$ cat src/rtl/instr_decode.sv
// MIPS decode stage: field split, ALU opcode, immediate/target generation, one-entry
// output register and a busy-bit scoreboard that stalls on RAW/WAW hazards.
module instr_decode (
   input  logic        clock,
   input  logic        reset_n,
   input  logic        in_valid,
   output logic        in_ready,
   input  logic [31:0] in_instr,
   input  logic [31:0] in_pc,
   input  logic        flush,
   input  logic        wb_valid,
   input  logic [4:0]  wb_rd,
   output logic        out_valid,
   input  logic        out_ready,
   output logic [8:0]  out_alu_op,
   output logic [4:0]  out_rs,
   output logic [4:0]  out_rt,
   output logic [4:0]  out_rd,
   output logic        out_wen,
   output logic [31:0] out_imm,
   output logic [31:0] out_target,
   output logic [31:0] out_pc,
   output logic        out_illegal
);

   logic [5:0]  opcode, funct;
   logic [4:0]  f_rs, f_rt, f_rd, shamt;
   logic [15:0] imm16;
   logic [31:0] sext16, pc4;
   logic        cls_r, cls_j, cls_br, cls_ialu, cls_ld, cls_st, funct_ok;
   logic        illegal, has_dest, wen, use_rs, use_rt, hazard, accept;
   logic [8:0]  alu_op;
   logic [4:0]  dest;
   logic [31:0] imm, target;
   logic [31:0] wb_clr, block;

   logic        out_valid_d, out_valid_q;
   logic [8:0]  out_alu_op_d, out_alu_op_q;
   logic [4:0]  out_rs_d, out_rs_q, out_rt_d, out_rt_q, out_rd_d, out_rd_q;
   logic        out_wen_d, out_wen_q, out_illegal_d, out_illegal_q;
   logic [31:0] out_imm_d, out_imm_q, out_target_d, out_target_q, out_pc_d, out_pc_q;
   logic [31:0] busy_d, busy_q;

   assign opcode = in_instr[31:26];
   assign f_rs   = in_instr[25:21];
   assign f_rt   = in_instr[20:16];
   assign f_rd   = in_instr[15:11];
   assign shamt  = in_instr[10:6];
   assign funct  = in_instr[5:0];
   assign imm16  = in_instr[15:0];
   assign sext16 = {{16{imm16[15]}}, imm16};
   assign pc4    = in_pc + 32'd4;

   always_comb begin
      cls_r    = (opcode == 6'h00);
      cls_j    = (opcode[5:1] == 5'b00001);
      cls_br   = (opcode[5:2] == 4'b0001);
      cls_ialu = (opcode[5:3] == 3'b001);
      cls_ld   = (opcode >= 6'h20) && (opcode <= 6'h25);
      cls_st   = (opcode == 6'h28) || (opcode == 6'h29) || (opcode == 6'h2B);
      case (funct)
         6'h00, 6'h02, 6'h03, 6'h04, 6'h06, 6'h07, 6'h08,
         6'h20, 6'h21, 6'h22, 6'h23, 6'h24, 6'h25, 6'h26, 6'h27,
         6'h2A, 6'h2B: funct_ok = 1'b1;
         default:      funct_ok = 1'b0;
      endcase
   end

   always_comb begin
      alu_op   = {3'b111, opcode};
      dest     = 5'd0;
      has_dest = 1'b0;
      use_rs   = 1'b0;
      use_rt   = 1'b0;
      target   = 32'd0;
      illegal  = 1'b0;
      if (cls_r) begin
         if (funct_ok) begin
            alu_op   = {3'b000, funct};
            dest     = f_rd;
            has_dest = (funct != 6'h08);
            use_rs   = 1'b1;
            use_rt   = 1'b1;
         end else begin
            alu_op  = {3'b111, funct};
            illegal = 1'b1;
         end
      end else if (cls_ialu || cls_ld) begin
         alu_op   = {(cls_ialu ? 3'b001 : 3'b010), opcode};
         dest     = f_rt;
         has_dest = 1'b1;
         use_rs   = 1'b1;
      end else if (cls_st) begin
         alu_op = {3'b010, opcode};
         use_rs = 1'b1;
         use_rt = 1'b1;
      end else if (cls_br) begin
         // BEQ/BNE compare two registers, BLEZ/BGTZ only rs
         alu_op = {3'b011, opcode};
         use_rs = 1'b1;
         use_rt = !opcode[1];
         target = pc4 + {sext16[29:0], 2'b00};
      end else if (cls_j) begin
         alu_op   = {3'b100, opcode};
         dest     = 5'd31;
         has_dest = opcode[0];
         target   = {pc4[31:28], in_instr[25:0], 2'b00};
      end else begin
         illegal = 1'b1;
      end
      if (!has_dest) dest = 5'd0;
      wen = has_dest && (dest != 5'd0);

      if (cls_r)                                        imm = {27'd0, shamt};
      else if (opcode >= 6'h0C && opcode <= 6'h0E)      imm = {16'd0, imm16};
      else if (opcode == 6'h0F)                         imm = {imm16, 16'd0};
      else                                              imm = sext16;
   end

   // A register released by writeback this cycle no longer blocks.
   always_comb begin
      wb_clr = wb_valid ? (32'd1 << wb_rd) : 32'd0;
      block  = busy_q & ~wb_clr;
      if (out_valid_q && out_wen_q) block = block | (32'd1 << out_rd_q);
      hazard = !illegal && ((use_rs && block[f_rs]) || (use_rt && block[f_rt]) ||
                            (wen && block[dest]));
      in_ready = (!out_valid_q || out_ready) && !hazard && !flush;
      accept   = in_valid && in_ready;
   end

   always_comb begin
      out_valid_d   = out_valid_q;
      out_alu_op_d  = out_alu_op_q;
      out_rs_d      = out_rs_q;
      out_rt_d      = out_rt_q;
      out_rd_d      = out_rd_q;
      out_wen_d     = out_wen_q;
      out_imm_d     = out_imm_q;
      out_target_d  = out_target_q;
      out_pc_d      = out_pc_q;
      out_illegal_d = out_illegal_q;
      if (accept) begin
         out_valid_d   = 1'b1;
         out_alu_op_d  = alu_op;
         out_rs_d      = f_rs;
         out_rt_d      = f_rt;
         out_rd_d      = dest;
         out_wen_d     = wen;
         out_imm_d     = imm;
         out_target_d  = target;
         out_pc_d      = in_pc;
         out_illegal_d = illegal;
      end else if (flush || out_ready) begin
         out_valid_d = 1'b0;
      end

      // set after clear so a same-register handoff wins over writeback
      busy_d = busy_q & ~wb_clr;
      if (out_valid_q && out_ready && out_wen_q) busy_d[out_rd_q] = 1'b1;
      busy_d[0] = 1'b0;
   end

   always_ff @(posedge clock or negedge reset_n) begin
      if (!reset_n) begin
         out_valid_q   <= 1'b0;
         out_alu_op_q  <= 9'd0;
         out_rs_q      <= 5'd0;
         out_rt_q      <= 5'd0;
         out_rd_q      <= 5'd0;
         out_wen_q     <= 1'b0;
         out_imm_q     <= 32'd0;
         out_target_q  <= 32'd0;
         out_pc_q      <= 32'd0;
         out_illegal_q <= 1'b0;
         busy_q        <= 32'd0;
      end else begin
         out_valid_q   <= out_valid_d;
         out_alu_op_q  <= out_alu_op_d;
         out_rs_q      <= out_rs_d;
         out_rt_q      <= out_rt_d;
         out_rd_q      <= out_rd_d;
         out_wen_q     <= out_wen_d;
         out_imm_q     <= out_imm_d;
         out_target_q  <= out_target_d;
         out_pc_q      <= out_pc_d;
         out_illegal_q <= out_illegal_d;
         busy_q        <= busy_d;
      end
   end

   assign out_valid   = out_valid_q;
   assign out_alu_op  = out_alu_op_q;
   assign out_rs      = out_rs_q;
   assign out_rt      = out_rt_q;
   assign out_rd      = out_rd_q;
   assign out_wen     = out_wen_q;
   assign out_imm     = out_imm_q;
   assign out_target  = out_target_q;
   assign out_pc      = out_pc_q;
   assign out_illegal = out_illegal_q;

endmodule

$ cat config.mk
export PLATFORM = sky130hd
export DESIGN_NAME = instr_decode
export DESIGN_NICKNAME = d
export VERILOG_FILES = /design/src/rtl/instr_decode.sv
export SDC_FILE = /design/constraint.sdc
export NUM_CORES = 1
export LEC_CHECK = 0
export CORE_ASPECT_RATIO = 0.5
export CORE_UTILIZATION = 45
export CTS_BUF_LIST = sky130_fd_sc_hd__clkbuf_16
export CTS_CLUSTER_SIZE = 10
export DETAILED_ROUTE_END_ITERATION = 16
export PLACE_DENSITY = 0.82
export SLEW_MARGIN = 20
export SYNTH_ARGS = -nofsm -noshare
export SYNTH_HDL_FRONTEND = slang
export SYNTH_SLANG_ARGS = --single-unit
$ cat constraint.sdc
create_clock -name clock -period 11.45 [get_ports clock]
set_input_delay 1.7175 -clock clock [delete_from_list [all_inputs] [get_ports clock]]
set_output_delay 1.7175 -clock clock [all_outputs]
set_load 0.01 [all_outputs]
==> impl_metrics.yaml <==
synth:
  synth.avg_cell_area_um2: 9.17
  yosys_warnings: 0
  ys.flop_type: "dfrtp_1"
  yosysMostFrequentCell: "dfrtp_1"
  synth_nets: 1230
  yosysTopAreaCellShare: 0.374
  netlist_area_um2: 10300
  synth_top_cells_by_count: "154 x dfrtp_1, 109 x nand2_1, 107 x o21ai_0"
  ys_ff_latch: 154
  yosysTopAreaCell: "dfrtp_1"
  synth_area_leaders: "dfrtp_1 37%, o21ai_0 5.2%, mux2_2 5.1%, nand2_1 4.0%, mux2_1 3.8%"
  syn_inst: 1124
  synthArstFlopShare: 1.00
  synth_edf_count: 0
  ys_seq_area_frac: 0.374
  synth.distinct_cells: 76
detailed_routing:
  drt_pass1_iterations: 6
  drt-initial-drc-count: 1113
  finalWirelength_mm: 33.8
  routedWlPerCell_um: 21.2
  drc: 0
  vias: 9872
  antenna_left: 0
  via_per_inst: 6.18
floorplan:
  num_io_pins: 199
  die-area_um2: 23500
  core_area_um2: 22100
  start_util: 0.467
  die_y_um: 109
  core.rowCount: 38
  chipWidth_um: 216
clocking:
  holdBufCountCts: 0
  cts_resized: 0
  worstSkewPairLatency_ps: 450
  cts_made_buffers: 17
  clockBufferDepth: 2
  cts_htree_levels: 4
  clock_sinks: 154
  cts_setup_buffers: 0
  cts_tree: "yes"
  clock-root-buffer: "clkbuf_16"
  clkSlewWorstSetupHoldPaths_ps: 70
grt:
  antenna_found_initial: 1
  grt_pass1_wl_mm: 52.8
  overflow: 0
  grt_usage: 0.292
  grt_pass1_vias: 9482
  grt_max_degree: 83
finish:
  area_growth_syn_to_layout_pct: 26.3
  final_util: 0.590
  num-fill-cells: 1897
  finalNetCount: 1390
  drive_above_1_share: 0.0833
placement:
  gp_congestion: 0.957
  dp_hpwl_mm: 24.7
  io_buffer_count: 198
pwr:
  switchingPower_uw: 598
  pwr-share-seq: 0.381
  swShare: 0.331
  clkPwrFrac: 0.295
  combPwrFrac: 0.324
  p_int_mw: 1.21
  leakagePower_nw: 5.21
  irDropWorstVdd_uv: 97.1
  power.density_nw_per_um2: 139
critical_path:
  crit_arrival_ps: 6510
  rr_startpoint: "out_wen$_DFFE_PN0P_"
  setup.worst_path.end_class: "output pin"
  startpoint_type: "input port"
  required_ps: 9730
  reg2regPathDepth: 11
  regToRegSetupSlack_ps: 6470
  worstPathMaxFanout: 22
  critPathKind: "input port to output pin"
  r2r-end: "out_pc[16]$_DFFE_PN0P_"
timing:
  worst_clock_skew_ps: 11.6
  rsz0062_at_grt: "false"
  drv_slew: 0
  holdWs_ps: 490
  fmax_mhz: 122
  maxSlewHeadroom: 0.306
  fin_crit_sh: 0.719
  min_period_ps: 8230
  finalSetupViolCount: 0
  worst_pin_slew_ps: 1030
  final.setup.tns_ps: 0
  hold_violations: 0
run:
  max_cap_viol_count: 0
hold_path:
  hp-class: "flop to flop"
  hold-path-endpoint: "out_rt[3]$_DFFE_PN0P_"
  min-delay-start: "out_rt[3]$_DFFE_PN0P_"
  whs_path_depth: 1
outcome:
  status: "finished, final reports clean"
## registers in the layout, indices dropped and copies added, names as in the netlist
register and count:
out_rt 5, out_rd 5, out_valid 1, out_wen 1
out_imm 32, busy_q 31, out_illegal 1, out_target 32
out_rs 5, out_pc 32, out_alu_op 9
## cell type report
type | count | area (um2) | share of cell area
antenna | 1 | 2.50 | 0.000192
clock inverter | 15 | 118 | 0.00904
inverter | 36 | 135 | 0.0104
timing repair buffer | 207 | 2050 | 0.158
clock buffer | 17 | 425 | 0.0327
multi-input combinational | 868 | 6050 | 0.465
tap | 300 | 375 | 0.0288
sequential | 154 | 3850 | 0.296
## cell families after synthesis
group / after synthesis / synth area share
DFF: 154 / 0.374
adders and majority gates: 31 / 0.0384
xor gates and xnor gates: 47 / 0.0400
muxes: 105 / 0.124
buffers and inverters: 102 / 0.0420
AOI/OAI and AO/OA: 345 / 0.214
and+or+nand+nor: 340 / 0.168
## placed cells by master (no fill, tap or decap), types with 6 or more instances in the layout
cell type          n
a21o_1            15
buf_4              9
nor4_1            10
o21ai_0          107
o22a_1            28
and3_1            13
nand2b_1          20
a21oi_1           61
dfrtp_1          154
xnor2_1           27
inv_6              6
nand2_1          109
xor2_1            20
or3_1              6
o21ai_1           11
inv_1             36
o21a_1            17
o31ai_1            8
a31oi_1           14
nor3_1            20
mux2_2            47
nand4_1           17
clkdlybuf4s50_1  197
mux2_1            35
mux4_2            10
nand3_1           49
o22ai_1           28
o211ai_1           7
mux2i_1           13
ha_1              30
nor2b_1           13
clkbuf_16         17
nor2_1            43
nand3b_1           9
## worst max-delay path, cell delays in order
cell             delay [ps]
clkdlybuf4s50_1         720
nor4_1                  650
nand2_1                 570
a21o_1                  350
nand3_1                 480
mux2_2                  400
o221ai_1                220
o311a_1                 210
nand4b_1                190
and2_1                  260
nor3_1                  150
clkdlybuf4s50_1         590
## how the worst max path moves through the flow
stage | startpoint | cells past startpoint | endpoint | slack [ps]
after floorplan | in_instr[28] | 14 | in_ready | 5060
after global placement | in_instr[30] | 12 | in_ready | 3590
after detailed placement | in_instr[30] | 12 | in_ready | 3350
after CTS | in_instr[30] | 12 | in_ready | 3330
after global routing | in_instr[30] | 12 | in_ready | 2960
final | in_instr[30] | 12 | in_ready | 3220
## power by group through the flow
stage / clock, mW / sequential, mW / combinational [mW]
final: 0.534 / 0.689 / 0.585
after global routing: 0.564 / 0.699 / 0.626
after CTS: 0.542 / 0.689 / 0.581
after detailed placement: 0 / 0.699 / 0.578
after global placement: 0 / 0.693 / 0.567
after floorplan: 0 / 0.726 / 0.250
## per-stage QoR
step / worst slack (ps) / power, mW / cells / cell area, um2
global route: 2960 / 1.89 / 1597 / 13000
floorplan: 5060 / 0.976 / 1124 / 10300
detailed placement: 3350 / 1.28 / 1565 / 12500
finish: 3220 / 1.81 / 1598 / 13000
CTS: 3330 / 1.81 / 1597 / 13000
global placement: 3590 / 1.26 / 1565 / 12500
## routing by layer
| layer | wire [um] | track usage |
|---|---|---|
| met5 | 0 | 0 |
| met3 | 2600 | 0.0658 |
| met2 | 15600 | 0.468 |
| met1 | 14700 | 0.388 |
| met4 | 920 | 0.107 |
No activity file was read; power rests on OpenSTA's default activity.
